$ cat config.mk
export PLATFORM = sky130hd
export DESIGN_NAME = ws2812_rx
export DESIGN_NICKNAME = d
export VERILOG_FILES = /design/src/rtl/ws2812_pkg.sv /design/src/rtl/ws2812_pulse_meter.sv /design/src/rtl/ws2812_rx.sv
export SDC_FILE = /design/constraint.sdc
export NUM_CORES = 1
export LEC_CHECK = 0
export ABC_AREA = 1
export ABC_CLOCK_PERIOD_IN_PS = 4520
export CAP_MARGIN = 10
export CORE_MARGIN = 3
export CORE_UTILIZATION = 60
export CTS_BUF_LIST = sky130_fd_sc_hd__clkbuf_8 sky130_fd_sc_hd__clkbuf_16
export CTS_CLUSTER_SIZE = 30
export DETAILED_ROUTE_END_ITERATION = 16
export HOLD_SLACK_MARGIN = 0.06
export PLACE_DENSITY = 0.8
export SLEW_MARGIN = 5
export SYNTH_ARGS = -nofsm -noshare
export SYNTH_HDL_FRONTEND = slang
export SYNTH_SLANG_ARGS = --single-unit
$ cat constraint.sdc
create_clock -name clk_i -period 4.52 [get_ports clk_i]
set_clock_uncertainty 0.1 [all_clocks]
set_input_delay 0.678 -clock clk_i [delete_from_list [all_inputs] [get_ports clk_i]]
set_output_delay 0.678 -clock clk_i [all_outputs]
set_load 0.05 [all_outputs]
$ cat src/rtl/ws2812_pkg.sv
// Shared definitions for the WS2812 receiver: register map, status bit
// positions, receiver state encoding and the default pulse timing constants
// that the LED transmitter core uses as well.
package ws2812_pkg;

  // Default timing, in system clock cycles at 27 MHz
  localparam int DEF_CLK_FRE      = 27_000_000;
  localparam int DEF_MIN_HIGH_CYC = 4;     // shorter high pulse is a glitch
  localparam int DEF_THRESH_CYC   = 16;    // >= this many cycles decodes as 1
  localparam int DEF_MAX_HIGH_CYC = 40;    // longer high pulse is stuck-high
  localparam int DEF_RESET_CYC    = 1350;  // 50 us low = reset/latch gap

  // Register window
  localparam logic [1:0] ADDR_STAT = 2'd0;
  localparam logic [1:0] ADDR_R    = 2'd1;
  localparam logic [1:0] ADDR_G    = 2'd2;
  localparam logic [1:0] ADDR_B    = 2'd3;

  // STAT bit positions
  localparam int STAT_VALID = 0;
  localparam int STAT_OVR   = 1;
  localparam int STAT_ERR   = 2;
  localparam int STAT_IRQEN = 6;
  localparam int STAT_EN    = 7;

  typedef enum logic [1:0] {
    SYNC = 2'd0,
    GAP  = 2'd1,
    HIGH = 2'd2,
    LOW  = 2'd3
  } rx_state_t;

endpackage

$ cat src/rtl/ws2812_pulse_meter.sv
// Input conditioning for the WS2812 receiver: two-flop synchroniser,
// rise/fall strobes and a saturating count of cycles since the last edge.
// On an edge the count restarts at 1, so at a strobe it equals the width of
// the level that just ended.
module ws2812_pulse_meter (
  input  logic        clk,
  input  logic        rst_n,
  input  logic        din,
  input  logic        clr,
  output logic        level,
  output logic        rise,
  output logic        fall,
  output logic [15:0] count
);

  logic meta;
  logic sync;
  logic prev;

  // Synchronise the pin and keep one cycle of history for edge detection
  always_ff @(posedge clk or negedge rst_n) begin
    if (!rst_n) begin
      meta <= 1'b0;
      sync <= 1'b0;
      prev <= 1'b0;
    end else begin
      meta <= din;
      sync <= meta;
      prev <= sync;
    end
  end

  assign level = sync;
  assign rise  = sync & ~prev;
  assign fall  = ~sync & prev;

  // Saturating width counter, restarted on every edge, held at 0 by clr
  always_ff @(posedge clk or negedge rst_n) begin
    if (!rst_n) begin
      count <= 16'd0;
    end else if (clr) begin
      count <= 16'd0;
    end else if (rise || fall) begin
      count <= 16'd1;
    end else if (count != 16'hFFFF) begin
      count <= count + 16'd1;
    end
  end

endmodule

$ cat src/rtl/ws2812_rx.sv
// WS2812 one-wire receiver on the 6502 IO bus. Decodes GRB pixels from
// high-pulse widths, captures the first pixel after each latch gap into the
// R/G/B registers and reports VALID/OVR/ERR with a level interrupt.
// Optional build macro WS2812_RX_FORWARD_EN: when defined, bits after the
// first 24 of a frame are forwarded on ws2812_o; otherwise ws2812_o is 0.
module ws2812_rx
  import ws2812_pkg::*;
#(
  parameter int MIN_HIGH_CYC = DEF_MIN_HIGH_CYC,
  parameter int THRESH_CYC   = DEF_THRESH_CYC,
  parameter int MAX_HIGH_CYC = DEF_MAX_HIGH_CYC,
  parameter int RESET_CYC    = DEF_RESET_CYC
) (
  input  logic       clk_i,
  input  logic       rst_n_i,
  input  logic       R_W_n,
  input  logic [1:0] reg_addr_i,
  input  logic [7:0] data_i,
  input  logic       rx_cs,
  output logic [7:0] data_o,
  input  logic       ws2812_i,
  output logic       ws2812_o,
  output logic       irq_o
);

  localparam logic [15:0] MIN_C = 16'(MIN_HIGH_CYC);
  localparam logic [15:0] THR_C = 16'(THRESH_CYC);
  localparam logic [15:0] MAX_C = 16'(MAX_HIGH_CYC);
  localparam logic [15:0] RST_C = 16'(RESET_CYC);

  rx_state_t   state;
  logic        en, irqen, valid, ovr, err, irq;
  logic [4:0]  bit_cnt;
  logic [23:0] shift;
  logic [7:0]  r, g, b;
  logic        level, rise, fall, meter_clr;
  logic [15:0] count;
  logic        stat_wr, pixel_done, bit_val;
  logic [23:0] shift_in;
  logic [7:0]  stat;
  logic        unused_data;

  assign meter_clr = ~en;

  ws2812_pulse_meter u_meter (
    .clk   (clk_i),
    .rst_n (rst_n_i),
    .din   (ws2812_i),
    .clr   (meter_clr),
    .level (level),
    .rise  (rise),
    .fall  (fall),
    .count (count)
  );

  assign stat_wr     = rx_cs & ~R_W_n & (reg_addr_i == ADDR_STAT);
  assign pixel_done  = (bit_cnt == 5'd24);
  assign bit_val     = (count >= THR_C);
  assign shift_in    = {shift[22:0], bit_val};
  assign unused_data = ^data_i[5:3];
  assign irq_o       = irq;

  // Bus writes, decode FSM, capture and status flags (hardware sets are
  // written after CPU clears so a same-cycle set wins)
  always_ff @(posedge clk_i or negedge rst_n_i) begin
    if (!rst_n_i) begin
      state   <= SYNC;
      en      <= 1'b0;
      irqen   <= 1'b0;
      valid   <= 1'b0;
      ovr     <= 1'b0;
      err     <= 1'b0;
      irq     <= 1'b0;
      bit_cnt <= 5'd0;
      shift   <= 24'd0;
      r       <= 8'd0;
      g       <= 8'd0;
      b       <= 8'd0;
    end else begin
      irq <= valid & irqen;
      if (stat_wr) begin
        en    <= data_i[STAT_EN];
        irqen <= data_i[STAT_IRQEN];
        if (data_i[STAT_VALID]) valid <= 1'b0;
        if (data_i[STAT_OVR])   ovr   <= 1'b0;
        if (data_i[STAT_ERR])   err   <= 1'b0;
      end
      if (!en) begin
        state   <= SYNC;
        bit_cnt <= 5'd0;
      end else begin
        case (state)
          SYNC: begin
            bit_cnt <= 5'd0;
            if (!level && count >= RST_C) state <= GAP;
          end
          GAP: begin
            bit_cnt <= 5'd0;
            if (rise) state <= HIGH;
          end
          HIGH: begin
            if (count > MAX_C) begin
              state   <= SYNC;
              err     <= 1'b1;
              bit_cnt <= 5'd0;
            end else if (fall) begin
              if (count < MIN_C) begin
                state   <= SYNC;
                err     <= 1'b1;
                bit_cnt <= 5'd0;
              end else begin
                state <= LOW;
                if (!pixel_done) begin
                  shift   <= shift_in;
                  bit_cnt <= bit_cnt + 5'd1;
                  if (bit_cnt == 5'd23) begin
                    g     <= shift_in[23:16];
                    r     <= shift_in[15:8];
                    b     <= shift_in[7:0];
                    valid <= 1'b1;
                    if (valid) ovr <= 1'b1;
                  end
                end
              end
            end
          end
          LOW: begin
            if (rise) begin
              state <= HIGH;
            end else if (count >= RST_C) begin
              state <= GAP;
              if (bit_cnt != 5'd0 && !pixel_done) err <= 1'b1;
            end
          end
          default: state <= SYNC;
        endcase
      end
    end
  end

  // Register read mux
  always_comb begin
    stat             = 8'h00;
    stat[STAT_VALID] = valid;
    stat[STAT_OVR]   = ovr;
    stat[STAT_ERR]   = err;
    stat[STAT_IRQEN] = irqen;
    stat[STAT_EN]    = en;
    case (reg_addr_i)
      ADDR_STAT: data_o = stat;
      ADDR_R:    data_o = r;
      ADDR_G:    data_o = g;
      ADDR_B:    data_o = b;
      default:   data_o = 8'h00;
    endcase
  end

`ifdef WS2812_RX_FORWARD_EN
  // Pass the synchronised stream through once this pixel's 24 bits are taken
  assign ws2812_o = level & pixel_done & en;
`else
  logic unused_fwd;
  assign unused_fwd = level;
  assign ws2812_o   = 1'b0;
`endif

endmodule

# == After elaboration in Yosys (flattened, before gate mapping) ==
# Cells that the tools add are included.
# word_totals
regBits,79
output_inout_bits,10
wordCells,110
# classes
add_sub_neg,2
magnitude_cmp,4
n_eq_ne,16
mux,48
n_bitwise,11
n_reduce_logical,13
# ops
cell,count
16-bit 2-to-1 mux,3
8-bit one-hot mux with 4 select lines,1
1-bit 2-to-1 mux,28
5-bit 2-to-1 mux,5
"16-bit by 1-bit adder with 16-bit output, second input constant",1
"16-bit by 11-bit greater-or-equal comparator with 1-bit output, second input constant",1
"16-bit by 5-bit greater-or-equal comparator with 1-bit output, second input constant",1
"16-bit by 6-bit > comparator with 1-bit output, second input constant",1
"16-bit by 3-bit less-than comparator with 1-bit output, second input constant",1
2-bit 2-to-1 mux,8
"16-bit != test, second input constant",1
"5-bit == test, second input constant",2
5-bit one-hot mux with 2 select lines,1
"2-bit == test, second input constant",4
"4-bit by 3-bit != test with 1-bit output, second input constant",2
2-bit one-hot mux with 4 select lines,1
7-bit AND reduction,1
"3-bit by 2-bit != test with 1-bit output, second input constant",2
1-bit NOT,6
6-bit AND reduction,1
"5-bit by 1-bit adder with 5-bit output, second input constant",1
1-bit bitwise AND,5
"5-bit != test, second input constant",1
5-bit nonzero test,1
11 further kinds,15

# == Logic depth before layout (Yosys ltp) ==
# Gate-level depths: netlist of the first run.
# depth
depth_word,12
mapped_depth,12
ltp_nobuf,11

# == Hierarchy ==
# Synthesis of the first run repeated with hierarchy kept, for this count alone.
# unflattened
cells_unflattened,558
hier_area_um2,4267.8
# modules_own_cells
module,n_inst,cells_per_inst,area_per_inst_um2
ws2812_rx,1,412,3168.0
ws2812_pulse_meter,1,146,1099.8

# == Least setup slack after synthesis of the first run ==
# OpenSTA, ideal clock, no wires.
# synth_path
kind,input to output
from,input reg_addr_i[0]
to,output data_o[0]
t_arrival_ps,1494
path_slack_ps,2248
stages,4
n_path_buf,0
cell_sequence,inv_1 > nor2_1 > nand2_1 > nand4_1
# synth_between
elab_chain_len,2
elab_cells_between_ends,5
cone_classes,eq/ne (3); mux (1); reduce/logical (1)
# synth_rtl
element,line,source
"start, declared",ws2812_rx.sv:17,"input logic [1:0] reg_addr_i,"
"2-bit == test, or another cell as far along",ws2812_rx.sv:149,case (reg_addr_i)
8-bit one-hot mux with 4 select lines (*),ws2812_rx.sv:149,
"end, declared",ws2812_rx.sv:20,"output logic [7:0] data_o,"
# Mark *: on every way between the ends. The rest lies on a longest branch, timed or not.

# == Worst setup path after layout of the first run ==
# layout_path
from,input reg_addr_i[0]
to,output data_o[6]
# Same word-level chain as after synthesis.

==> impl.org, run 1 <==
** Outcome
- The run finished with clean final reports.

** Job
- Across the run, the number of max-cap violations was 0.

** Cells and area
- Inserted Diodes :: 0
- Fin area :: 4750 µm²
- Cells fill 69.1% of the core in the end.
- Leaving out fill and tap cells, the most frequent cell in the layout is sky130_fd_sc_hd__nand2_1.
- Area overhead of the layout relative to synthesis :: 10.3%
- Number of nets in the layout :: slightly below 600
- Share of post-route cells with drive strength above 1 :: 13.1%
- The library cells used most frequently in the layout, excluding fill and tap cells, are 137 x sky130_fd_sc_hd__nand2_1, 92 x sky130_fd_sc_hd__inv_1, 79 x sky130_fd_sc_hd__dfrtp_1, 44 x sky130_fd_sc_hd__nor2_1, 35 x sky130_fd_sc_hd__o21ai_0.

** Yosys
- Number of enable flip-flop cells after synthesis :: 0
- After synthesis the netlist holds a flip-flop and latch count of 79.
- Most used DFF post-synth :: sky130_fd_sc_hd__dfrtp_1
- Post-synth cell types :: 39
- Synthesis produced a netlist whose cell count is between 500 and 600.
- After synthesis, the mean cell area works out to 7.91 µm².
- Sequential-to-total area share from yosys stat :: ~46%
- Fraction of registers with async set/reset :: 100%
- Number of warnings printed during yosys synthesis :: 0
- The cell area that synthesis handed to floorplanning was 4300 µm².
- Post-synthesis net count :: 565

** Clock network
- Clock-pin slew was measured on the worst setup and hold paths at approximately 0.080 ns.
- CTS tree :: yes
- The clock tree synthesis step divided the H-tree into 3 levels.
- For the worst-skew pair, the clock arrives at the later sink with an insertion delay of 0.36 ns.
- Postcts setup bufs :: 0
- After clock tree synthesis, the flow added hold-fix buffers numbering 0.
- Clock tree synthesis inserted a total of 9 buffers.
- Clk buf depth :: 2
- Post-CTS Resized :: 0
- Root Buffer Master :: sky130_fd_sc_hd__clkbuf_8
- Counting every sink on the clock net gives 79.

** Worst setup path
- In this run the worst path has a maximum fanout of 8.
- The worst setup path is captured at an output pin.
- The critical path contains buffers and inverters numbering 3 combined.
- The worst register-to-register path begins at bit_cnt[0].
- For the worst setup path, the data arrival time is 2.72 ns.
- At the worst endpoint, the required time is roughly 3.7 ns.
- Start-to-end type of the worst setup path :: in2out
- The most numerous cell type found on the critical path is sky130_fd_sc_hd__clkdlybuf4s50_1.
- For the worst flop-to-flop path, the logic depth is 10.
- In this run the register-to-register setup slack is between 2 and 2.5 ns.
- Capture instance of the worst register-to-register path :: shift[0]
- STA classifies the critical path startpoint as an input pin.
- The largest single stage delay on the critical path is 0.81 ns.
- For this design, the slowest cell found on the critical path is sky130_fd_sc_hd__clkdlybuf4s50_1.
- Cells along the critical path :: clkdlybuf4s50_1 > inv_1 > nor2_1 > nand2_1 > nand4_1 > clkdlybuf4s50_1
- Largest delay share family, worst path :: buffers and inverters

** Global routing
- Wire length of the first global-routing pass :: 15500 µm
- The via count of the first global-routing pass was between 3000 and 4000.
- Global-route usage over all layers :: 23.1%
- Remaining global-route overflow :: 0
- The initial antenna violation count is 0.
- Entering global routing, the biggest net connects 80 pins.

** Timing
- Post-route fraction of the period consumed by the critical path :: between 70% and 80%
- Max Freq :: 286 MHz
- Setup violations remaining at the end of the flow were counted as 0.
- The number of pins exceeding their max-slew limit in the final report is 0.
- Final-report hold violation count :: 0
- In the post-route analysis, the smallest setup slack over all paths is roughly 1 ns.
- Unrepaired setup endpoints after global routing :: no
- At the pin with the least slew margin, the transition time is 0.979 ns.
- The smallest clock period supported by the final layout is computed as 3.50 ns.
- The worst pin sits at a relative slew slack of 34.7%.
- After routing, the total negative slack on setup checks comes to 0 ns.

** Drt
- Across all layers, the routed design uses around 3500 vias.
- Antenna viol nets, final :: 0
- Using the TritonRoute via totals, the vias-per-cell ratio works out to 5.26.
- # DRC :: 0
- After detailed routing, the average wire length per cell comes to 13.3 µm.
- For this block, the routed nets add up to 8830 µm of wire.
- The first detailed-routing pass ran for 5 iterations.
- The detailed router finished its first iteration with 266 violations.

** Pwr
- Across the VDD grid, the largest voltage drop is 0.166 mV.
- In this run switching power makes up 31.0% of total power.
- In this run the static leakage power is 0.00255 µW.
- Internal power comes to between 1000 and 1500 µW.
- Part of the total power dissipated in combinational logic :: 19.8%
- For this design the ratio of total power to cell area is 394 nW/µm².
- In this run, flip-flops and latches consume 46.8% of the power.
- In this run the power spent charging and discharging nets is 581 µW.
- Proportion of power drawn by the clock network :: 33.4%

** Die
- Rows :: 30
- For this configuration, the core starts out at a cell density of 62.7%.
- The die is 90.7 µm tall.
- Die X :: 90.7 µm
- The die covers approximately 8000 µm².
- 25 I/O pins were placed.
- Placeable core region :: 6870 µm²

** Worst hold path
- The worst hold path was traced through 0 stages.
- The worst hold path begins at u_meter.meta.
- The path class of the tightest hold or removal check is reg2reg.
- Worst hold endpoint :: u_meter.level

** Place
- Final weighted congestion in routability-driven placement :: 0.927
- Placed cell area :: 4510 µm²
- Timing analysis after detailed placement gives a worst setup slack of 1.03 ns.
- The wire-length estimate of the detail-placed layout is 6130 µm.
- Buffers on Ports :: 20
[metal layers]
layer / up-vias / routed length, µm / track usage, %
li1: 1734 / - / -
met1: 1610 / 4010 / 31.7
met2: 117 / 4130 / 35.6
met3: 20 / 535 / 5.67
met4: 0 / 156 / 8.42
met5: - / 0 / 0
[synthesized netlist by cell type, types with 6 or more instances]
| library cell | count | area share [%] |
|---|---|---|
| sky130_fd_sc_hd__a21oi_1 | 10 | 1.2 |
| sky130_fd_sc_hd__nand4_1 | 12 | 1.7 |
| sky130_fd_sc_hd__o21ai_0 | 35 | 4.1 |
| sky130_fd_sc_hd__nor2_1 | 44 | 3.8 |
| sky130_fd_sc_hd__nand2_1 | 137 | 12 |
| sky130_fd_sc_hd__o21ai_2 | 22 | 4.5 |
| sky130_fd_sc_hd__nor3_1 | 7 | 0.81 |
| sky130_fd_sc_hd__inv_1 | 91 | 7.9 |
| sky130_fd_sc_hd__ha_1 | 6 | 1.7 |
| sky130_fd_sc_hd__dfrtp_1 | 79 | 46 |
| sky130_fd_sc_hd__nand3_1 | 29 | 3.4 |
| sky130_fd_sc_hd__nand2_2 | 20 | 2.9 |
| sky130_fd_sc_hd__buf_6 | 6 | 1.6 |
[worst max path at each step]
stage | start | end | slack [ns] | cells after the start
6_report | reg_addr_i[0] | data_o[6] | 1.02 | 6
5_1_grt | reg_addr_i[0] | data_o[0] | 0.87 | 6
4_1_cts | reg_addr_i[0] | data_o[1] | 1.02 | 6
3_5_place_dp | reg_addr_i[0] | data_o[1] | 1.03 | 6
3_3_place_gp | reg_addr_i[0] | data_o[1] | 1.07 | 6
2_1_floorplan | reg_addr_i[0] | data_o[0] | 2.25 | 4
[metrics by stage]
step / hold WS [ns] / cells / power (µW)
3_5_place_dp: 0.239 / 646 / 1260
2_1_floorplan: 0.231 / 544 / 1150
3_3_place_gp: 0.235 / 646 / 1240
5_1_grt: 0.260 / 662 / 1990
4_1_cts: 0.258 / 662 / 1880
6_report: 0.256 / 662 / 1870
[cell families after synthesis]
group | synth area share, %
AND/OR/NAND/NOR | 29.2
XOR/XNOR | 0.611
multiplexers | 0.262
other | 0.0871
flip-flops | 45.9
adder cells (fa/ha/maj) | 1.74
buffers and inverters | 10.7
AO/OA/AOI/OAI | 11.5
[state kept, by name, summed over array words and instances (netlist names)]
register	count
irq_o	1
u_meter.prev	1
valid	1
u_meter.meta	1
u_meter.count	16
irqen	1
g	8
bit_cnt	5
b	8
u_meter.level	1
err	1
r	8
shift	23
state	2
ovr	1
en	1
[layout make-up]
class	instances	area, µm²
clock inverter	7	113
clock buffer	9	124
tap	96	120
timing repair buffer	20	198
sequential	79	1980
fill	574	2120
inverter	93	352
multi-input combinational	358	1870
[power by group through the flow]
stage               sequential, µW  combinational [µW]  clock, µW
floorplan                      865                 288          0
global placement               887                 351          0
detailed placement             891                 367          0
CTS                            878                 372        631
global route                   892                 427        667
finish                         877                 370        626
Power figures use the tool's default switching activity.
==> run 2: changes to the inputs <==
--- a/config.mk
+++ b/config.mk
@@ -6,15 +6,15 @@
 export NUM_CORES = 1
 export LEC_CHECK = 0
 export ABC_AREA = 1
-export ABC_CLOCK_PERIOD_IN_PS = 4520
+export ABC_CLOCK_PERIOD_IN_PS = 3150
 export CAP_MARGIN = 10
 export CORE_MARGIN = 3
-export CORE_UTILIZATION = 60
+export CORE_UTILIZATION = 54
 export CTS_BUF_LIST = sky130_fd_sc_hd__clkbuf_8 sky130_fd_sc_hd__clkbuf_16
 export CTS_CLUSTER_SIZE = 30
 export DETAILED_ROUTE_END_ITERATION = 16
 export HOLD_SLACK_MARGIN = 0.06
-export PLACE_DENSITY = 0.8
+export PLACE_DENSITY = 0.76
 export SLEW_MARGIN = 5
 export SYNTH_ARGS = -nofsm -noshare
 export SYNTH_HDL_FRONTEND = slang
==> constraint.sdc (replaced) <==
create_clock -name clk_i -period 3.15 [get_ports clk_i]
set_clock_uncertainty 0.1 [all_clocks]
set_input_delay 0.4725 -clock clk_i [delete_from_list [all_inputs] [get_ports clk_i]]
set_output_delay 0.4725 -clock clk_i [all_outputs]
set_load 0.05 [all_outputs]
==> run 2 against run 1 <==
Via count decreased by 1.7%. First-iteration DRC count down 36%. Largest cell class unchanged. Clock power grew 46%. Non-clock buffer count did not move. Routed wire length shrank 4.8%.
==> impl.org, run 2 (synthesis results as in run 1) <==
** Outcome
- Run status :: finished, final reports clean

** Timing
- Unrepaired setup endpoints after global routing :: no
- Summed over all failing endpoints, the final setup total negative slack is 0 ns.
- The number of pins exceeding their max-slew limit in the final report is 0.
- The worst pin sits at a relative slew slack of a little over a third.
- Final-report hold violation count :: 0
- For the finished layout, the period the worst path requires is 2.47 ns.
- For this run, the top clock speed supported by timing is 405 MHz.
- At the pin with the least slew margin, the transition time is just under 1 ns.
- Post-route fraction of the period consumed by the critical path :: 78.3%
- Hold is met by 0.168 ns.
- Setup violations remaining at the end of the flow were counted as 0.

** Global routing
- The via count of the first global-routing pass came to between 3000 and 4000.
- Summed over all layers, the global routing overflow is 0.
- The initial antenna violation count is 0.
- For this run, the total global-route usage over all layers was measured as 20.7%.
- Pin count of the biggest net entering global routing :: 80
- Wire length of the first global-routing pass :: 14800 µm

** Clock network
- Clock latency of the later-clocked register in the worst-skew pair :: 0.35 ns
- Number of H-tree levels :: 3
- The root buffer cell chosen for the clock tree is sky130_fd_sc_hd__clkbuf_8.
- Sink count of the clock tree :: 79
- Post-CTS Resized :: 0
- Buffers inserted to repair hold after CTS numbered 0.
- Postcts setup bufs :: 0
- Counting along the longest clock path gives a buffer depth of 2.
- TritonCTS built the clock tree.
- Number of buffers created by CTS :: 9
- Clock-pin slew was measured on the worst setup and hold paths at 0.08 ns.

** Die
- The die covers 9080 µm².
- Die X :: 95.3 µm
- Measured along the y axis, the die boundary spans around 95 µm.
- Pin placement for this block handled 25 I/O pins.
- Starting density of the core :: 57.5%
- The core region is 7490 µm².
- Rows :: 31

** Pwr
- The design draws 2700 µW.
- Cell area power density :: roughly 570 nW/µm²
- Max VDD drop :: ~0.25 mV
- In this run the static leakage power is roughly 0.0026 µW.

** Cells and area
- Commonest non-fill, non-tap cells in the layout :: 137 x sky130_fd_sc_hd__nand2_1, 92 x sky130_fd_sc_hd__inv_1, 79 x sky130_fd_sc_hd__dfrtp_1, 44 x sky130_fd_sc_hd__nor2_1, 35 x sky130_fd_sc_hd__o21ai_0
- Max reg flops :: 23
- Most flops, register :: shift
- For this run, the post-layout net count is 582.
- After routing the design area is between 4000 and 5000 µm².
- Most frequent standard cell in the layout excluding fill and tap cells :: sky130_fd_sc_hd__nand2_1
- Area overhead of the layout relative to synthesis :: 10.1%
- Filler cell count :: 628
- The post-route netlist has 14.5% of its cells at a drive strength greater than 1.
- The largest registers in the layout are shift x23, u_meter.count x16.
- Inserted Diodes :: 0

** Drt
- # DRC :: 0
- Overall routed net length :: 8400 µm
- Antenna viol nets, final :: 0
- In the final routed layout, each cell accounts on average for 12.6 µm.
- The first detailed-routing pass ran for 4 iterations.
- For this block, the initial DRC count from the detailed router was ~170.
- After detailed routing, the number of vias per cell comes to roughly 5.1.
- Routed via count :: 3423

** Worst setup path
- The worst register-to-register path has a depth of 10.
- The critical path goes through clkdlybuf4s50_1 > inv_1 > nor2_1 > nand2_1 > nand4_1 > buf_4.
- The worst register-to-register path begins at bit_cnt[0].
- Nature of the critical path endpoint :: output pin
- For the worst setup path, the data arrival time is 1.90 ns.
- Capture instance of the worst register-to-register path :: shift[10]
- For flop-to-flop paths, the worst setup slack is around 0.92 ns.
- Data required, critical path :: 2.58 ns
- The critical path in this run is classified as in2out.
- CP max stage delay :: 0.50 ns
- Critical path startpoint category :: input pin
- Maximum fanout along the worst path :: 8
- Cell with the biggest individual delay on the critical path :: sky130_fd_sc_hd__clkdlybuf4s50_1

** Place
- Placed cell area :: about 4500 µm²
- The count of buffers added on input and output ports is 20.
- Routability-driven placement finished with a final weighted congestion of 0.910.
- After legalization and detailed placement, the total HPWL measured 5840 µm.

** Job
- Across the run, the number of max-cap violations was 0.

** Worst hold path
- Worst min-delay path category :: in2async
-- run 2: changes by cell type in the layout (fill, tap and decap cells not counted), sizes merged --
cell           previous run  this run
inv                      93        95
clkinvlp                  0         1
clkinv                    4         1
clkdlybuf4s50            19        11
buf                       1         9
-- run 2: layer usage --
metal	global-route usage (%)	up-vias	wire, µm
met4	8.41	0	146
li1	-	1746	-
met1	28.9	1588	4050
met2	32.4	78	3810
met5	0	-	0
met3	3.08	11	394
-- run 2: worst max-delay path, delay by kind of cell --
family	cells	cell delay (ns)
AND/OR/NAND/NOR	3	0.66
buffers and inverters	3	0.76
-- run 2: area by class of cell --
| type | count | area [µm²] | area share (%) |
|---|---|---|---|
| Clock inverter | 7 | 119 | 2.51 |
| Clock buffer | 9 | 124 | 2.61 |
| Inverter | 93 | 352 | 7.42 |
| Timing Repair Buffer | 20 | 178 | 3.75 |
| Multi-Input combinational cell | 358 | 1870 | 39.4 |
| Sequential cell | 79 | 1980 | 41.7 |
| Tap cell | 99 | 124 | 2.61 |
-- run 2: power breakdown --
part           switching (µW)  internal (µW)  leakage [µW]
combinational             346            171       0.00136
clock                     384            529      0.000122
sequential                106           1160       0.00107
total                     837           1860       0.00256
-- run 2: worst max-delay path by stage --
stage                       start         to  slack (ns)
CTS                 reg_addr_i[0]  data_o[1]        0.69
global placement    reg_addr_i[0]  data_o[1]        0.71
floorplan           reg_addr_i[0]  data_o[0]        1.29
global route        reg_addr_i[0]  data_o[1]        0.56
detailed placement  reg_addr_i[0]  data_o[1]        0.70
finish              reg_addr_i[0]  data_o[1]        0.68
-- run 2: stage by stage --
step / util (%) / setup WS [ns] / instances
finish: 63.3 / 0.682 / 665
global route: 63.3 / 0.560 / 665
CTS: 63.3 / 0.687 / 665
detailed placement: 60.1 / 0.698 / 649
global placement: 60.1 / 0.709 / 649
floorplan: - / 1.29 / 544
